## config.mk

```make
export PLATFORM = sky130hd
export DESIGN_NAME = latency_spike_encoder_flat
export DESIGN_NICKNAME = d
export VERILOG_FILES = /design/src/rtl/latency_spike_encoder_if.sv /design/src/rtl/latency_spike_encoder.sv /design/src/flat_wrapper.sv
export SDC_FILE = /design/constraint.sdc
export NUM_CORES = 1
export LEC_CHECK = 0
export BUFFER_PORTS_ARGS = -buffer_cell sky130_fd_sc_hd__buf_2
export CORE_MARGIN = 1
export CORE_UTILIZATION = 45
export DETAILED_ROUTE_END_ITERATION = 6
export HOLD_SLACK_MARGIN = 0.03
export PLACE_DENSITY_LB_ADDON = 0.2
export RECOVER_POWER = 25
export SYNTH_ARGS = -nofsm -noshare
export SYNTH_HDL_FRONTEND = slang
export SYNTH_SLANG_ARGS = --single-unit
```

## constraint.sdc

```tcl
create_clock -name clk -period 1.35 [get_ports clk]
set_input_delay 0.27 -clock clk [delete_from_list [all_inputs] [get_ports clk]]
set_output_delay 0.27 -clock clk [all_outputs]
set_load 0.02 [all_outputs]
```

## src/rtl/latency_spike_encoder_if.sv

```systemverilog
// Value-vector handshake between a producer and the latency spike encoder.
// Debug build option (encoder side): LATENCY_ENC_DEBUG_EN.
interface latency_spike_encoder_if #(
  parameter int M     = 8,
  parameter int Nbits = 2
);
  logic               in_valid;
  logic               in_ready;
  logic [M*Nbits-1:0] in_values;

  modport master (
    output in_valid,
    output in_values,
    input  in_ready
  );

  modport slave (
    input  in_valid,
    input  in_values,
    output in_ready
  );
endinterface

```

## src/rtl/latency_spike_encoder.sv

```systemverilog
// Time-to-first-spike encoder: replays a value vector over a 2^Nbits-1 step window.
// Optional macro LATENCY_ENC_DEBUG_EN adds the step_out port.
module latency_spike_encoder #(
  parameter int M     = 8,
  parameter int Nbits = 2
) (
  input  logic                     clk,
  input  logic                     reset,
  input  logic                     enable,
  latency_spike_encoder_if.slave   in_if,
  output logic [M-1:0]             spikes_out,
  output logic                     busy,
  output logic                     window_done
`ifdef LATENCY_ENC_DEBUG_EN
  ,
  output logic [Nbits-1:0]         step_out
`endif
);

  typedef enum logic {
    IDLE,
    RUN
  } state_t;

  localparam logic [Nbits-1:0] WMAX = '1;
  localparam logic [Nbits-1:0] LAST = ~Nbits'(1);

  state_t             state;
  logic [Nbits-1:0]   step;
  logic [M*Nbits-1:0] vals;
  logic [M-1:0]       fire;
  logic [Nbits-1:0]   lane;

  assign in_if.in_ready = (state == IDLE);
  assign busy           = (state == RUN);

`ifdef LATENCY_ENC_DEBUG_EN
  assign step_out = step;
`endif

  // Lane fires when the step reaches its time-to-first-spike (WMAX - value).
  always_comb begin
    fire = '0;
    lane = '0;
    for (int i = 0; i < M; i++) begin
      lane    = vals[i*Nbits +: Nbits];
      fire[i] = (lane != '0) && (step == WMAX - lane);
    end
  end

  // Window FSM: accept in IDLE, step through the window in RUN.
  always_ff @(posedge clk or posedge reset) begin
    if (reset) begin
      state       <= IDLE;
      step        <= '0;
      vals        <= '0;
      spikes_out  <= '0;
      window_done <= 1'b0;
    end else begin
      spikes_out  <= '0;
      window_done <= 1'b0;
      unique case (state)
        IDLE: begin
          if (in_if.in_valid && enable) begin
            vals  <= in_if.in_values;
            step  <= '0;
            state <= RUN;
          end
        end
        RUN: begin
          if (enable) begin
            spikes_out <= fire;
            if (step == LAST) begin
              window_done <= 1'b1;
              step        <= '0;
              state       <= IDLE;
            end else begin
              step <= step + Nbits'(1);
            end
          end
        end
        default: state <= IDLE;
      endcase
    end
  end

endmodule

```

## src/flat_wrapper.sv

```systemverilog
// flat-port wrapper written by rule: the top's interface ports become plain ports
module latency_spike_encoder_flat 
#(
  parameter int M     = 8,
  parameter int Nbits = 2
)
  (clk, reset, enable, spikes_out, busy, window_done, in_if_in_valid, in_if_in_values, in_if_in_ready);
  latency_spike_encoder_if #(.M(M), .Nbits(Nbits)) in_if_i ();
  input  logic clk;
  input  logic reset;
  input  logic enable;
  output logic [M-1:0] spikes_out;
  output logic busy;
  output logic window_done;
  input wire logic [$bits(in_if_i.in_valid)-1:0] in_if_in_valid;
  input wire logic [$bits(in_if_i.in_values)-1:0] in_if_in_values;
  output wire logic [$bits(in_if_i.in_ready)-1:0] in_if_in_ready;
  assign in_if_i.in_valid = in_if_in_valid;
  assign in_if_i.in_values = in_if_in_values;
  assign in_if_in_ready = in_if_i.in_ready;
  latency_spike_encoder #(.M(M), .Nbits(Nbits)) u_core (.clk(clk), .reset(reset), .enable(enable), .in_if(in_if_i), .spikes_out(spikes_out), .busy(busy), .window_done(window_done));
endmodule
```

## After elaboration in Yosys (flattened, before gate mapping)

Cells that the tools add are included.

| storage, ports and cells | value |
|---|---|
| bits in registers | 28 |
| word-level logic and storage cells | 58 |
| input port bits | 20 |

| operators by class | value |
|---|---|
| equality and inequality tests | 11 |
| add/subtract/negate cells | 9 |
| multiplexer cells | 13 |
| reduce and logical (&&, ||, !) cells | 19 |
| bitwise operators | 1 |

Operator list:

| kind | count |
|---|---|
| $eq 2x2->1 | 8 |
| $mux 8 | 2 |
| $reduce_bool 2->1 | 8 |
| $sub 2x2->2 const A | 8 |
| $logic_and 1x1->1 | 9 |
| $mux 1 | 6 |
| $mux 2 | 3 |
| $pmux 2 s2 | 1 |
| $reduce_and 2->1 | 2 |
| $add 2x1->2 const B | 1 |
| $eq 2x2->1 const B | 1 |
| $ne 2x1->1 const B | 1 |
| $ne 2x2->1 const B | 1 |
| $pmux 1 s2 | 1 |
| $not 1->1 | 1 |

## Depth between registers and ports, before layout

Gate-level depths: netlist of run 1.

| logic depth | value |
|---|---|
| depth after elaboration | 5 |
| mapped depth | 3 |
| mapped depth without buffers | 2 |

## Worst setup path after synthesis of run 1

OpenSTA, ideal clock, no wires.

| timing | value |
|---|---|
| kind | register -> register |
| from | reg u_core.state, in the netlist u_core.busy |
| to | reg u_core.vals[0] |
| library setup time | 0.125 ns |
| cell stages (with the launch flop) | 4 |
| path slack | 0.064 ns |
| data arrival time | 1.161 ns |
| path buffers | 1 |
| clock period less this slack | 1.286 ns |
| cell sequence | dfrtp_1 > nand3b_4 > buf_6 > mux2_4 |

| between the ends | value |
|---|---|
| word-level cells in the longest chain between the ends | 2 |

Ends and longest elaborated chain:

| item | line | source |
|---|---|---|
| start: declaration | latency_spike_encoder.sv:28 | `state_t state;` |
| start signal: assignment | latency_spike_encoder.sv:54 | `state <= IDLE;` |
| start signal: assignment | latency_spike_encoder.sv:67 | `state <= RUN;` |
| start signal: assignment | latency_spike_encoder.sv:76 | `state <= IDLE;` |
| $not 1->1 (no source line) | -- |  |
| $reduce_and 2->1 (no source line) | -- |  |
| end signal: assignment | latency_spike_encoder.sv:65 | `vals <= in_if.in_values;` |
| end: declaration | latency_spike_encoder.sv:30 | `logic [M*Nbits-1:0] vals;` |

Every way passes these cells.
A chain may end at the register's enable or synchronous reset.

## Worst setup path after layout of run 1

| timing | value |
|---|---|
| from | reg u_core.state, in the netlist u_core.busy |
| to | out busy |

RTL lines:

| item | line | source |
|---|---|---|
| end: declaration | flat_wrapper.sv:13 | `output logic busy;` |

No word-level cell between the ends.

==> results of run 1 <==
-- sequential cells by signal (all words and copies together), names as in the netlist --
| signal | flops |
|---|---|
| u_core.spikes_out | 8 |
| u_core.step | 2 |
| u_core.busy | 1 |
| u_core.window_done | 1 |
| u_core.vals | 16 |
-- stage by stage --
stage / instance area, um2 / setup WS [ns] / TNS, ns / std cells / hold slack (ns)
after floorplan: 1310 / 0.0637 / 0 / 97 / 0.335
after global placement: 1500 / 0.163 / 0 / 156 / 0.346
after detailed placement: 1500 / 0.132 / 0 / 156 / 0.350
after CTS: 1590 / 0.00212 / 0 / 163 / 0.150
after global routing: 1600 / -0.00847 / -0.0164 / 163 / 0.146
final: 1600 / 0.0359 / 0 / 163 / 0.164
-- kinds of logic after synthesis --
logic type	Yosys count	synth area share, %
XOR/XNOR	8	5.34
flip-flops	28	53.4
AO/OA/AOI/OAI	11	5.25
buffers and inverters	12	4.29
AND/OR/NAND/NOR	21	14.3
multiplexers	17	17.4
-- power by group --
| part | switching, W | internal, W |
|---|---|---|
| Clock | 0.000233 | 0.000105 |
| Sequential | 0.000297 | 0.00120 |
| Combinational | 0.000599 | 0.000898 |
| Total | 0.00113 | 0.00220 |
-- area by class of cell --
class,count,share of cell area (%)
Timing Repair Buffer,40,16.5
Sequential cell,28,43.9
Multi-Input combinational cell,57,34.7
Clock buffer,3,1.41
Tap cell,31,2.43
Inverter,4,0.941
-- placed cells by master, fill, tap and decap left out, drive strengths merged --
| cell | count |
|---|---|
| nand2b | 1 |
| dlygate4sd3 | 1 |
| clkbuf | 4 |
| a21oi | 1 |
| inv | 4 |
| dfrtp | 28 |
| and4b | 1 |
| mux2 | 16 |
| o22ai | 9 |
| nor2 | 1 |
| xnor2 | 8 |
| nand4b | 16 |
| nand3b | 2 |
| mux2i | 1 |
| buf | 37 |
| bufbuf | 1 |
| o21a | 1 |
-- critical path, delay by kind of cell, from the launching register on --
family / cells / cell delay, ns
buffers and inverters: 2 / 0.29
flip-flops: 1 / 0.44
-- worst max path at each step --
stage / endpoint / slack, ns / depth (start not counted)
4_1_cts: in_if_in_ready / 0.002 / 3
3_5_place_dp: u_core.vals[4] / 0.13 / 2
2_1_floorplan: u_core.vals[0] / 0.06 / 3
3_3_place_gp: u_core.vals[2] / 0.16 / 2
5_1_grt: in_if_in_ready / -0.008 / 3
6_report: busy / 0.04 / 2
-- metal layers --
metal / routed length [um] / vias to the layer above
met1: 1090 / 445
met3: 93 / 4
met4: 47 / 0
met5: 0 / -
li1: - / 425
met2: 1270 / 20
-- repair_timing --
action / in CTS / in global routing
endpoints found under the setup margin: 2 / 2
buffers inserted: 2 / 0
resized for setup: 3 / 2
hold endpoints to repair: 28 / 0
cloned: 1 / 0
hold buffers: 1 / 0
==> out/qor.txt, run 1 <==
Register Area: 701 um2
First-pass GRT wire length: 4240 um
Top post-synthesis cells by area: dfrtp_1 53%, mux2_4 11%, nand4b_1 11%
Die X: 56.0 um
Area grow syn2layout: 21.7%
Slowest-stage cell, CP: dfrtp_1
P_leak: 0.786 nW
Met2 Use GR: 29.9%
Via Count: 894
R2r endpoint: u_core.vals[4]
Routability congestion estimate: 0.691
# setup viols final: 0
Slew Limit Headroom: 55.4%
Synth top cells by count: 28 x dfrtp_1, 16 x nand4b_1, 10 x mux2_4
Remaining antenna violation count: 0
Rows: 19
Initial Util: 47.5%
Syn nets: 117
Synth cell types: 18
Syn avg cell area: 13.5 um2
Fin util: 57.8%
Total Die Area: 3130 um2
Met1 Use GR: 22.4%
# port buffers: 30
Largest net degree at the start of global routing: 29
Critical path class: reg -> out
Clock sinks: 28
#FFs+latches synth: 28
Root Driver: clkbuf_4
CP Capture Type: primary output
Critical Path Max Stage Delay: 0.44 ns
HP Start: in_if_in_values[15]
Die Ht: 56.0 um
CTS buffer count: 3
Routed vias/inst: 5.48
Crit path time final: 1.31 ns
Clk_lat worst skew: 0.32 ns
NumNets Final: 154
PwrDens: 2090 nW/um2
Clock transition at the registers of the reported paths: 0.14 ns
Hold Crit Class: in -> reg
Area leader, netlist: dfrtp_1
Post-route DRC: 0
CP Launch Type: register
WL final: 2500 um
Initial DRC count: 7
Final Hold Fails: 0
Antenna Cells: 0
CTS tree: built
Synth warn: 0
Seq/Total Area, Yosys: 53.4%
Worst Path Arrival: 1.04 ns
Post-DP HPWL: 1630 um
Fin crit share: 97.3%
Met3 Use GR: 2.79%
Hold Path Sink: u_core.vals[15]
Worst Max-Slew Pin Slew: 0.668 ns
WL per Instance: 15.3 um
Max VDD drop: 0.993 mV
Async S/R FF share, synth: 100%
Status: finished, final reports clean
CP Launch Point: u_core.busy
Total grt overflow: 0
Share of the synthesized area in the top cell type: 53.4%
Top_reg_cell synth: dfrtp_1
Number of fill cells: 238
Vias in the first global route: 918
Unrepaired setup endpoints after global routing: yes
Number of flops mapped to enable cells by yosys: 0
Mapped Area: 1310 um2
Reg2reg start: u_core.busy
Number of H-tree levels: 1
Most Crowded Layer GR: met2
Max-slew violation count: 0
Layout cells sized above 1: 45.5%
Flop2flop setup slack: 0.08 ns
Total track usage: 17.7%
Count leader, synth: dfrtp_1
Cells on worst reg2reg path: 2
CP Data Required Time: 1.08 ns
Crit-path cells: buf_8 -> buf_2
Worst Hold Path Cells: 2
Ports: 31
Multi-input combinational cell area: 554 um2
Design Power: 0.00333 W
Initial antenna violation count: 0
Drt first pass iters: 3
CTS max path bufs: 2
Max-Cap Viols: 0
Post-Route Skew: 0.00536 ns
Syn Inst Count: 97
F_max: 761 MHz
Critical path peak fanout: 3
Core ar.: 2760 um2
(Power assumes the default switching activity.)
==> run 2: changes to the inputs <==
Settings changed: RECOVER_POWER 25 to 50.
Clock period 1.35 ns to 1.3 ns, I/O delays scaled along.
==> out/qor.txt, run 2 (synthesized netlist as in run 1, its figures left out) <==
Wl on met1: 1080 um (-0.83%)
Area grow syn2layout: 23.6%
Remaining antenna violation count: 0 (unchanged)
Die X: 56.0 um (unchanged)
Clk_lat worst skew: 0.33 ns (about the same)
Max-Cap Viols: 0 (unchanged)
Post-route setup slack: -0.0174 ns (-0.0533 ns)
P_leak: 0.788 nW (+0.20%)
R2r endpoint: u_core.vals[12]
Routability congestion estimate: 0.703 (+1.7%)
Reg2reg start: u_core.busy
Largest net degree at the start of global routing: 29 (unchanged)
Max-slew violation count: 0 (unchanged)
CP Launch Type: register
Flop2flop setup slack: 0.09 ns (about the same)
# setup viols final: 2 (+2)
Post-route DRC: 0 (unchanged)
Ports: 31 (unchanged)
Top reg by flops: u_core.vals
Total Die Area: 3130 um2 (unchanged)
Hold Crit Class: in -> reg
Root Driver: clkbuf_4
Clock sinks: 28 (unchanged)
Fin util: 58.8% (+0.91 points)
Drt first pass iters: 4 (+1)
Critical path peak fanout: 3 (unchanged)
Number of H-tree levels: 1 (unchanged)
NumNets Final: 154 (unchanged)
Hold_ws: 0.149 ns (-0.0154 ns)
Routed vias/inst: 5.57 (+1.5%)
Clock transition at the registers of the reported paths: 0.15 ns (about the same)
Rows: 19 (unchanged)
Wire length on met2: 1320 um (+3.5%)
Initial Util: 47.5% (unchanged)
CTS tree: built
Post-DP HPWL: 1630 um (about the same)
CP Capture Type: primary output
Number of fill cells: 249 (+4.6%)
Worst Max-Slew Pin Slew: 0.675 ns (+0.00655 ns)
Slew Limit Headroom: 55.0% (-0.44 points)
First-pass GRT wire length: 4270 um (+0.83%)
Unrepaired setup endpoints after global routing: yes
Met3 wire length: 109 um (+17%)
Post-Route Skew: 0.00515 ns (-0.000209 ns)
WL final: 2540 um (+1.6%)
Initial antenna violation count: 0 (unchanged)
Initial DRC count: 15 (+8)
Core ar.: 2760 um2 (unchanged)
Total track usage: 17.9% (+0.14 points)
Worst Hold Path Cells: 2 (unchanged)
Hold Path Sink: u_core.vals[14]
CTS buffer count: 3 (unchanged)
Die Ht: 56.0 um (unchanged)
# port buffers: 30 (unchanged)
Worst Path Arrival: 1.06 ns (+0.02 ns)
Commonest non-fill, non-tap cells in the layout: 28 x dfrtp_1, 25 x buf_2, 16 x nand4b_1
Failing checks: setup timing
Total grt overflow: 0 (unchanged)
Max VDD drop: 1.24 mV (+24%)
Crit path time final: 1.32 ns
CTS max path bufs: 2 (unchanged)
CP Data Required Time: 1.04 ns (-0.04 ns)
WL per Instance: 15.5 um (+1.0%)
Antenna Cells: 0 (unchanged)
Largest registers: u_core.vals: 16 flops, u_core.spikes_out: 8 flops, u_core.step: 2 flops
Fin crit share: 101%
Critical path class: reg -> out
Status: complete, but fails checks
HP Start: in_if_in_values[14]
Cells on worst reg2reg path: 3 (+1)
PwrDens: 2180 nW/um2 (+4.4%)
Layout cells sized above 1: 43.6% (-1.8 points)
DR top layer: met4
F_max: 759 MHz
Final Hold Fails: 0 (unchanged)
Max FFs per register: 16 (unchanged)
Commonest non-fill, non-tap cell in the layout: dfrtp_1
Via Count: 913 (+2.1%)
Vias in the first global route: 899 (-2.1%)
[run 2: worst max-delay path by stage]
stage | from | end | depth (start not counted)
floorplan | u_core.busy | u_core.vals[0] | 3
global placement | u_core.busy | u_core.vals[2] | 2
detailed placement | u_core.busy | u_core.vals[5] | 2
CTS | u_core.busy | busy | 2
global route | u_core.busy | in_if_in_ready | 3
finish | u_core.busy | busy | 2
[run 2: critical path, stage by stage (launching register included)]
cell     delay, ns
dfrtp_1       0.44
buf_8         0.14
buf_4         0.15
[run 2: cell type report]
class | count | area (um2) | area share, %
clock buffers | 4 | 36.3 | 2.24
inverters | 4 | 15.0 | 0.927
multi-input cells | 57 | 554 | 34.2
flip-flops and latches | 28 | 701 | 43.2
well taps | 31 | 38.8 | 2.39
repair buffers | 40 | 275 | 17.0
[run 2: through the flow]
step	area [um2]	cells	TNS [ns]	setup WS [ns]	power (W)
after global routing	1620	164	-0.138	-0.0705	0.00376
after detailed placement	1500	155	0	0.0790	0.00297
final	1620	164	-0.0330	-0.0174	0.00353
after global placement	1500	155	0	0.113	0.00289
after floorplan	1310	97	0	0.0137	0.00260
after CTS	1610	163	-0.0473	-0.0243	0.00354
[run 2: power breakdown]
part / total [W] / leakage (nW) / switching, W / internal [W]
combinational: 0.00154 / 0.416 / 0.000615 / 0.000925
sequential: 0.00157 / 0.351 / 0.000325 / 0.00124
clock: 0.000422 / 0.0210 / 0.000251 / 0.000171
total: 0.00353 / 0.788 / 0.00119 / 0.00234
[run 2: per-layer routing]
metal | track usage [%] | up-vias
met5 | 0 | -
met4 | 6.27 | 0
met3 | 3.72 | 4
met2 | 30.6 | 22
met1 | 22.4 | 458
li1 | - | 429
[run 2: repair_timing]
action,CTS,global route
endpoints found under the setup margin,2,17
buffers inserted,2,1
pin swaps,0,0
resized for setup,6,0
gates cloned,1,0
hold buffers,1,0
hold endpoints to repair,28,0
